<file path="src/rtl/alu_cmd_sequencer_if.sv">
// Command, ALU-drive and response signals of the ALU command sequencer.
// The master modport is the sequencer side; the slave modport is the
// host plus ALU side that surrounds it.
interface alu_cmd_sequencer_if;
  // Command channel
  logic       cmd_valid;
  logic       cmd_ready;
  logic [3:0] cmd_func;
  logic [3:0] cmd_operand;
  logic       cmd_load;
  logic       cmd_nowb;

  // ALU operand/function drive and result return
  logic [3:0] alu_a;
  logic [3:0] alu_b;
  logic [3:0] alu_func;
  logic [3:0] alu_result;
  logic [3:0] alu_flags;

  // Response channel
  logic       rsp_valid;
  logic       rsp_ready;
  logic [3:0] rsp_result;
  logic [3:0] rsp_flags;

  modport master (
    input  cmd_valid, cmd_func, cmd_operand, cmd_load, cmd_nowb,
    input  alu_result, alu_flags, rsp_ready,
    output cmd_ready, alu_a, alu_b, alu_func,
    output rsp_valid, rsp_result, rsp_flags
  );

  modport slave (
    output cmd_valid, cmd_func, cmd_operand, cmd_load, cmd_nowb,
    output alu_result, alu_flags, rsp_ready,
    input  cmd_ready, alu_a, alu_b, alu_func,
    input  rsp_valid, rsp_result, rsp_flags
  );
endinterface

</file>
<file path="src/rtl/alu_cmd_sequencer.sv">
// Accumulator-style command master for a combinational 4-bit ALU.
// Accepts a command, drives the ALU for SETTLE_CYCLES cycles, captures
// result and flags, and hands them back over a valid/ready response.
// SETTLE_CYCLES must be in 1..15.
module alu_cmd_sequencer #(
  parameter int unsigned SETTLE_CYCLES = 1,
  parameter int unsigned CNT_W         = 8
) (
  input  logic                 clk,
  input  logic                 reset,
  alu_cmd_sequencer_if.master  bus,
  output logic [3:0]           acc,
  output logic [CNT_W-1:0]     op_count
);

  localparam logic [3:0] SettleLoad = 4'(SETTLE_CYCLES - 1);

  typedef enum logic [1:0] {StIdle, StDrive, StRespond} state_e;

  state_e           state_q;
  logic [3:0]       cnt_q;
  logic             nowb_q;
  logic [3:0]       acc_q;
  logic [3:0]       alu_a_q;
  logic [3:0]       alu_b_q;
  logic [3:0]       alu_func_q;
  logic [3:0]       rsp_result_q;
  logic [3:0]       rsp_flags_q;
  logic [CNT_W-1:0] op_count_q;

  // Sequencer FSM: accept, drive/settle, capture, respond
  always_ff @(posedge clk or posedge reset) begin
    if (reset) begin
      state_q      <= StIdle;
      cnt_q        <= 4'd0;
      nowb_q       <= 1'b0;
      acc_q        <= 4'd0;
      alu_a_q      <= 4'd0;
      alu_b_q      <= 4'd0;
      alu_func_q   <= 4'd0;
      rsp_result_q <= 4'd0;
      rsp_flags_q  <= 4'd0;
      op_count_q   <= '0;
    end else begin
      unique case (state_q)
        StIdle: begin
          // cmd_ready is high whenever we are here out of reset
          if (bus.cmd_valid) begin
            nowb_q <= bus.cmd_nowb;
            if (bus.cmd_load) begin
              // Loads bypass the ALU; only Z and N are meaningful
              rsp_result_q <= bus.cmd_operand;
              rsp_flags_q  <= {bus.cmd_operand == 4'd0, bus.cmd_operand[3], 2'b00};
              if (!bus.cmd_nowb) acc_q <= bus.cmd_operand;
              state_q <= StRespond;
            end else begin
              alu_a_q    <= acc_q;
              alu_b_q    <= bus.cmd_operand;
              alu_func_q <= bus.cmd_func;
              cnt_q      <= SettleLoad;
              state_q    <= StDrive;
            end
          end
        end
        StDrive: begin
          if (cnt_q == 4'd0) begin
            rsp_result_q <= bus.alu_result;
            rsp_flags_q  <= bus.alu_flags;
            if (!nowb_q) acc_q <= bus.alu_result;
            state_q <= StRespond;
          end else begin
            cnt_q <= cnt_q - 4'd1;
          end
        end
        StRespond: begin
          if (bus.rsp_ready) begin
            op_count_q <= op_count_q + CNT_W'(1);
            state_q    <= StIdle;
          end
        end
        default: state_q <= StIdle;
      endcase
    end
  end

  // Ready/valid decodes; cmd_ready also drops asynchronously with reset
  always_comb begin
    bus.cmd_ready = (state_q == StIdle) && !reset;
    bus.rsp_valid = (state_q == StRespond);
  end

  assign bus.alu_a      = alu_a_q;
  assign bus.alu_b      = alu_b_q;
  assign bus.alu_func   = alu_func_q;
  assign bus.rsp_result = rsp_result_q;
  assign bus.rsp_flags  = rsp_flags_q;
  assign acc            = acc_q;
  assign op_count       = op_count_q;

endmodule

</file>
<file path="src/flat_wrapper.sv">
// flat-port wrapper written by rule: the top's interface ports become plain ports
module alu_cmd_sequencer_flat 
#(
  parameter int unsigned SETTLE_CYCLES = 1,
  parameter int unsigned CNT_W         = 8
)
  (clk, reset, acc, op_count, bus_cmd_valid, bus_cmd_func, bus_cmd_operand, bus_cmd_load, bus_cmd_nowb, bus_alu_result, bus_alu_flags, bus_rsp_ready, bus_cmd_ready, bus_alu_a, bus_alu_b, bus_alu_func, bus_rsp_valid, bus_rsp_result, bus_rsp_flags);
  alu_cmd_sequencer_if bus_i ();
  input  logic clk;
  input  logic reset;
  output logic [3:0] acc;
  output logic [CNT_W-1:0] op_count;
  input wire logic [$bits(bus_i.cmd_valid)-1:0] bus_cmd_valid;
  input wire logic [$bits(bus_i.cmd_func)-1:0] bus_cmd_func;
  input wire logic [$bits(bus_i.cmd_operand)-1:0] bus_cmd_operand;
  input wire logic [$bits(bus_i.cmd_load)-1:0] bus_cmd_load;
  input wire logic [$bits(bus_i.cmd_nowb)-1:0] bus_cmd_nowb;
  input wire logic [$bits(bus_i.alu_result)-1:0] bus_alu_result;
  input wire logic [$bits(bus_i.alu_flags)-1:0] bus_alu_flags;
  input wire logic [$bits(bus_i.rsp_ready)-1:0] bus_rsp_ready;
  output wire logic [$bits(bus_i.cmd_ready)-1:0] bus_cmd_ready;
  output wire logic [$bits(bus_i.alu_a)-1:0] bus_alu_a;
  output wire logic [$bits(bus_i.alu_b)-1:0] bus_alu_b;
  output wire logic [$bits(bus_i.alu_func)-1:0] bus_alu_func;
  output wire logic [$bits(bus_i.rsp_valid)-1:0] bus_rsp_valid;
  output wire logic [$bits(bus_i.rsp_result)-1:0] bus_rsp_result;
  output wire logic [$bits(bus_i.rsp_flags)-1:0] bus_rsp_flags;
  assign bus_i.cmd_valid = bus_cmd_valid;
  assign bus_i.cmd_func = bus_cmd_func;
  assign bus_i.cmd_operand = bus_cmd_operand;
  assign bus_i.cmd_load = bus_cmd_load;
  assign bus_i.cmd_nowb = bus_cmd_nowb;
  assign bus_i.alu_result = bus_alu_result;
  assign bus_i.alu_flags = bus_alu_flags;
  assign bus_i.rsp_ready = bus_rsp_ready;
  assign bus_cmd_ready = bus_i.cmd_ready;
  assign bus_alu_a = bus_i.alu_a;
  assign bus_alu_b = bus_i.alu_b;
  assign bus_alu_func = bus_i.alu_func;
  assign bus_rsp_valid = bus_i.rsp_valid;
  assign bus_rsp_result = bus_i.rsp_result;
  assign bus_rsp_flags = bus_i.rsp_flags;
  alu_cmd_sequencer #(.SETTLE_CYCLES(SETTLE_CYCLES), .CNT_W(CNT_W)) u_core (.clk(clk), .reset(reset), .bus(bus_i), .acc(acc), .op_count(op_count));
endmodule
</file>
<file path="config.mk">
export PLATFORM = sky130hd
export DESIGN_NAME = alu_cmd_sequencer_flat
export DESIGN_NICKNAME = d
export VERILOG_FILES = /design/src/rtl/alu_cmd_sequencer_if.sv /design/src/rtl/alu_cmd_sequencer.sv /design/src/flat_wrapper.sv
export SDC_FILE = /design/constraint.sdc
export NUM_CORES = 1
export LEC_CHECK = 0
export ABC_AREA = 1
export CAP_MARGIN = 40
export CELL_PAD_IN_SITES_DETAIL_PLACEMENT = 1
export CELL_PAD_IN_SITES_GLOBAL_PLACEMENT = 2
export CORE_ASPECT_RATIO = 1.75
export CORE_MARGIN = 3
export CORE_UTILIZATION = 26
export CTS_CLUSTER_SIZE = 30
export DETAILED_ROUTE_END_ITERATION = 10
export PLACE_DENSITY_LB_ADDON = 0.25
export SYNTH_ARGS = -nofsm -noshare
export SYNTH_HDL_FRONTEND = slang
export SYNTH_SLANG_ARGS = --single-unit
</file>
<file path="constraint.sdc">
create_clock -name clk -period 1.5 [get_ports clk]
set_clock_uncertainty 0.1 [all_clocks]
set_input_delay 0.3 -clock clk [delete_from_list [all_inputs] [get_ports clk]]
set_output_delay 0.3 -clock clk [all_outputs]
set_load 0.02 [all_outputs]
</file>
==> impl_metrics.tcl <==
set metrics [dict create \
    grt_pass1_vias 1964 \
    syn_area_um2 1873 \
    crit_buf_inv 3 \
    first_pass_iters 2 \
    cellPowerDensity_nw_per_um2 2047 \
    hold_viol 0 \
    clockBufferDepth 2 \
    ys_seq_elements 39 \
    critPathTopFamily "simple AND/OR/NAND/NOR gates" \
    seq_area_frac_synth 0.5210 \
    gr-total-overflow 0 \
    required_ns 1.62 \
    cp_max_fo 5 \
    maxSlewViolCount 0 \
    preCtsSetupSlack_ns -0.3866 \
    htreeDepth 2 \
    ys_warn_count 0 \
    postLayoutCoreUtil 0.4453 \
    routed_via_density 4.480 \
    period_share 1.016 \
    clockRootBuffer "clkbuf_16" \
    start_util 0.2692 \
    io_pins 56 \
    yosysMostFrequentCell "nand2_1" \
    die_w_um 70.16 \
    dpl.hpwl_um 4146 \
    ys_types 26 \
    ant_nets 0 \
    cpMostUsedCell "buf_6" \
    violations "setup timing" \
    arrival_ns 1.64 \
    crit_chain "buf_6 > buf_6 > nor2_4 > nand3b_4 > nand2_4 > buf_6 > nand2_2 > o21ai_2" \
    clkTransAtPathRegs_ns 0.06 \
    synth_edf_count 0 \
    yosysTopAreaCellShare 0.5210 \
    yosys-top-cells-area "dfrtp_1 52%, nand2_1 16%, inv_1 5.6%, o21ai_0 5.3%, nand3_1 2.9%" \
    antenna_found_initial 0 \
    ys.flop_type "dfrtp_1" \
    end_kind "register" \
    cp-start-kind "register" \
    tightest_slew_ns 0.2622 \
    max_freq_mhz 655.9 \
    drive_gt1_frac 0.2785 \
    cellLeakagePower_nw 1.629 \
    slew-limit-headroom 0.8239 \
    fin_crit_ns 1.525 \
    vias 1792 \
    synthTopCellsByCount "81 x nand2_1, 39 x dfrtp_1, 28 x inv_1, 20 x o21ai_0, 11 x nand3_1" \
    die_h_um 118.3 \
    syn-mean-instance-area_um2 8.362 \
    cts_tree "done" \
    coreArea_um2 6957 \
    slowest_stage "dfrtp_1" \
    synthCells 224 \
    grt_max_degree 40 \
    cpPeakStageDelay_ns 0.41 \
    hp-class "input port to async pin" \
    drcViolationCount 0 \
    vdd_drop_max_mv 0.9677 \
    drtIter0Drc 31 \
    row_count 40 \
    area.growth.synth_to_final_pct 65.40 \
    max_cap_violations 0 \
    async_flop_share 1.000 \
    gp_congestion 0.7356 \
    crit_type "register to register" \
    rsz0062_at_grt "true" \
    avgRoutedWirePerCell_um 14.31 \
    synth_largest_area_cell "dfrtp_1" \
    n_antenna_cell 0 \
    syn_nets 249 \
    numCtsBuffers 5 \
    cts_sinks 39 \
    die_area_um2 8299 \
    grt_first_pass_wirelength_um 9363 \
    io_buffers 55 \
    final_nets 340 \
    setup_ws_ns -0.02458 \
    setup_viol 9 \
    clock_latency_ns 0.29 \
    grtUsageTotal 0.1467 \
    fin_setup_tns_ns -0.1174 \
    drt-total-wl_um 5724 \
    status "finished, violations left" \
]
logic make-up (layout without fill, tap and decap cells):
family,count (synthesis),count (layout),synth area share
and+or+nand+nor,120,120,0.2946
DFF,39,39,0.5210
xor gates and xnor gates,5,5,0.02338
buffers and inverters,34,126,0.07481
muxes,1,1,0.006012
adders and majority gates,3,3,0.02004
AOI/OAI and AO/OA,22,22,0.06012
worst paths after layout:
kind,cells after the start,endpoint,slack [ns],start
worst max-delay path,8,u_core.cnt_q[1],-0.02,u_core.state_q[0]
worst min-delay path,3,u_core.bus.rsp_flags[2],0.31,reset
worst max register to register,8,u_core.cnt_q[1],-0.02,u_core.state_q[0]
worst min register to register,2,u_core.bus.rsp_flags[0],0.38,u_core.bus.rsp_flags[0]
max in group asynchronous,3,u_core.bus.rsp_result[0],0.79,reset
min in group clk,2,u_core.bus.rsp_flags[0],0.38,u_core.bus.rsp_flags[0]
power by group:
group	leakage, nW	switching [mW]	internal (mW)
Clock	0.0772	0.416	0.708
Combinational	1.05	1.95	1.46
Sequential	0.499	0.304	1.50
flip-flops by register name, summed over array words and instances, names as in the netlist:
register and count:
u_core.nowb_q 1, u_core.bus.alu_a 4, u_core.op_count 8, u_core.bus.rsp_flags 4, u_core.acc 4, u_core.state_q 2, u_core.bus.alu_b 4, u_core.bus.alu_func 4
u_core.cnt_q 4, u_core.bus.rsp_result 4
cell type report:
type,instances,area [µm²]
tap,84,105.1
multi-input combinational,151,904.6
fill,803,3859
sequential,39,975.9
timing repair buffer,87,827.0
inverter,31,128.9
clock buffer,8,156.4
per-stage QoR:
stage | total power, mW | hold WS (ns) | instances | cell area, µm²
floorplan | 3.388 | 0.2863 | 224 | 1873
global placement | 4.833 | 0.3676 | 383 | 2693
detailed placement | 4.894 | 0.3725 | 383 | 2693
CTS | 6.108 | 0.3174 | 399 | 2942
global route | 6.842 | 0.3478 | 400 | 3098
finish | 6.341 | 0.3084 | 400 | 3098
tightest hold or removal path, delay by kind of cell:
kind | cells | cell delay (ns)
buffers and inverters | 3 | 0.76
cells in the final DEF, fill, tap and decap left out, types with 2 or more instances in the layout:
master / instances
nand3b_1: 2
dfrtp_1: 39
o21ai_0: 2
nor2_4: 4
o21ai_1: 15
inv_1: 26
buf_6: 12
nand2_2: 20
nand3_4: 3
nand2_1: 60
ha_1: 2
inv_4: 2
nor2_1: 5
nand3_1: 10
clkdlybuf4s50_1: 21
nor3_1: 2
clkbuf_16: 6
dlygate4sd2_1: 31
clkbuf_8: 2
buf_4: 18
inv_2: 2
nand2_4: 5
xor2_1: 5
nand4_1: 5
nor2_2: 2
o21ai_2: 3
per-layer routing:
metal  vias up  wire, µm  GRT usage
met1       847      2012     0.1402
li1        881         -          -
met2        51      3205     0.2725
met4         0       195    0.08153
met5         -         0          0
met3        13       311    0.04170
repair_timing:
action / 4_1_cts / 5_1_grt
pin swaps: 3 / 5
hold buffers: 0 / 0
gates cloned: 0 / 2
setup buffers: 8 / 0
setup endpoints to repair: 54 / 33
resized for setup: 62 / 61
hold endpoints to repair: 0 / 0
Note: power is estimated with default switching activity, not from simulation.
==> edit (config.mk and constraints unchanged) <==
`CNT_W` is set to 8 in 2 places; all go to 12.
--- a/src/rtl/alu_cmd_sequencer.sv
+++ b/src/rtl/alu_cmd_sequencer.sv
@@ -4,7 +4,7 @@
 // SETTLE_CYCLES must be in 1..15.
 module alu_cmd_sequencer #(
   parameter int unsigned SETTLE_CYCLES = 1,
-  parameter int unsigned CNT_W         = 8
+  parameter int unsigned CNT_W         = 12
 ) (
   input  logic                 clk,
   input  logic                 reset,
--- a/src/flat_wrapper.sv
+++ b/src/flat_wrapper.sv
@@ -2,7 +2,7 @@
 module alu_cmd_sequencer_flat 
 #(
   parameter int unsigned SETTLE_CYCLES = 1,
-  parameter int unsigned CNT_W         = 8
+  parameter int unsigned CNT_W         = 12
 )
   (clk, reset, acc, op_count, bus_cmd_valid, bus_cmd_func, bus_cmd_operand, bus_cmd_load, bus_cmd_nowb, bus_alu_result, bus_alu_flags, bus_rsp_ready, bus_cmd_ready, bus_alu_a, bus_alu_b, bus_alu_func, bus_rsp_valid, bus_rsp_result, bus_rsp_flags);
   alu_cmd_sequencer_if bus_i ();
Ports: changed (resized op_count); port bits go from 56 to 60. The function was not compared with the original's and may differ.
==> edit against the unedited design <==
- the run still ends with negative setup slack left
- fmax down 0.87%
- setup slack worse by 13 ps
- cell area up 8.5%
- sequential cell count up 4
- area after synthesis up 7.0%
- total power up 6.0%
- wire length up 4.9%
- critical path type is now flip-flop to primary output
- largest cell class unchanged
- highest routed layer unchanged
==> edit: results <==
metrics = {
    "yosys": {
        "yosysUniqueCellTypes": 21,
        "yosys-top-cells-count": "81 x nand2_1, 43 x dfrtp_1, 38 x inv_1, 25 x o21ai_0, 14 x nor2_1",
        "synth_fp_nets": 266,
        "yosysSeqAreaShare_pct": 53.7,
    },
    "final_layout": {
        "num-fill-cells": 888,
        "largest_reg_flops": 12,
        "fin_area_sq_mm": 0.00336,
    },
    "place": {
        "io_buffers": 59,
        "globalplace.congestion": 0.769,
        "place_area_sq_mm": 0.00298,
    },
    "min_path": {
        "holdCritPathClass": "flip-flop to flip-flop",
    },
    "critical_path": {
        "crit_arrival_ps": 1140,
        "cp_max_fo": 3,
    },
    "power_and_ir_drop": {
        "leakagePower_uw": 0.00175,
        "peakVddDrop_uv": 784,
    },
    "global_route": {
        "use_met3_pct": 3.14,
        "grt_pass1_vias": 2115,
        "use_met1_pct": 15.5,
        "grt_max_degree": 44,
        "use_met2_pct": 27.7,
        "grt_pass1_wl_um": 9930,
    },
    "sta": {
        "worst_slack_ps": -37.9,
        "slew_headroom_pct": 75.8,
        "setup_viol": 5,
    },
    "route": {
        "vias": 1938,
        "drt_iter0_markers": 57,
    },
    "run_status": {
        "status": "complete, but fails checks",
        "violations": "negative setup slack",
    },
}
## edit: cell families (layout without fill, tap and decap cells)
family / count (synthesis) / in the layout / share of synthesized area (%)
flip-flops: 43 / 43 / 53.7
buffers and inverters: 42 / 149 / 8.24
multiplexers: 1 / 1 / 0.562
adder cells (fa/ha/maj): 3 / 3 / 1.87
AO/OA/AOI/OAI: 31 / 31 / 8.55
AND/OR/NAND/NOR: 114 / 115 / 24.0
XOR/XNOR: 7 / 7 / 3.06
## edit: how the worst min path moves through the flow
stage / startpoint / to / slack (ps) / cells past startpoint
global route: u_core.bus.rsp_result[2] / u_core.bus.rsp_result[2] / 410 / 2
floorplan: bus_rsp_ready / u_core.state_q[1] / 290 / 1
finish: u_core.bus.alu_a[0] / u_core.bus.alu_a[0] / 380 / 2
detailed placement: u_core.bus.rsp_result[0] / u_core.bus.rsp_result[0] / 370 / 2
CTS: u_core.bus.rsp_result[0] / u_core.bus.rsp_result[0] / 390 / 2
global placement: u_core.bus.alu_b[3] / u_core.bus.alu_b[3] / 370 / 2
## edit: worst register-to-register path, stage by stage (launching register included)
cell and delay, ps:
dfrtp_1 420, buf_6 140, buf_6 110, nor2_4 120, buf_6 110, nand2_4 60
nand3_4 150, buf_6 140, o31ai_2 60
## edit: routing by layer
layer | vias to the layer above | wire length (um)
met4 | 0 | 109
met5 | - | 0
met1 | 920 | 2220
li1 | 962 | -
met3 | 8 | 252
met2 | 48 | 3420
## edit: power groups by stage
stage	clock network, uW	registers [uW]	logic (uW)
2_1_floorplan	0	2330	1020
3_3_place_gp	0	1880	3090
3_5_place_dp	0	1900	3130
4_1_cts	1460	1870	3290
5_1_grt	1510	1940	3790
6_report	1430	1870	3420
## edit: final cells by class
cell class	count	area share [%]
clock buffer	6	3.83
timing repair buffer	103	28.2
inverter	38	4.39
tap	86	3.20
multi-input combinational	157	26.5
clock inverter	2	1.79
sequential	43	32.0
## edit: what timing repair did
item,in CTS,in global routing
gates cloned,1,0
setup buffers,6,0
resized for setup,73,32
hold endpoints to repair,0,0
pin swaps,6,9
setup endpoints to repair,53,34
## edit: per-stage QoR
step           power [uW]  hold WS [ps]  TNS (ps)  cells  setup WS, ps
2_1_floorplan        3360           286         0    241          68.6
5_1_grt              7240           409     -1910    435          -120
3_5_place_dp         5030           373     -6330    420          -332
4_1_cts              6620           386      -242    435          -102
6_report             6720           381      -109    435         -37.9
3_3_place_gp         4970           365     -5440    420          -323
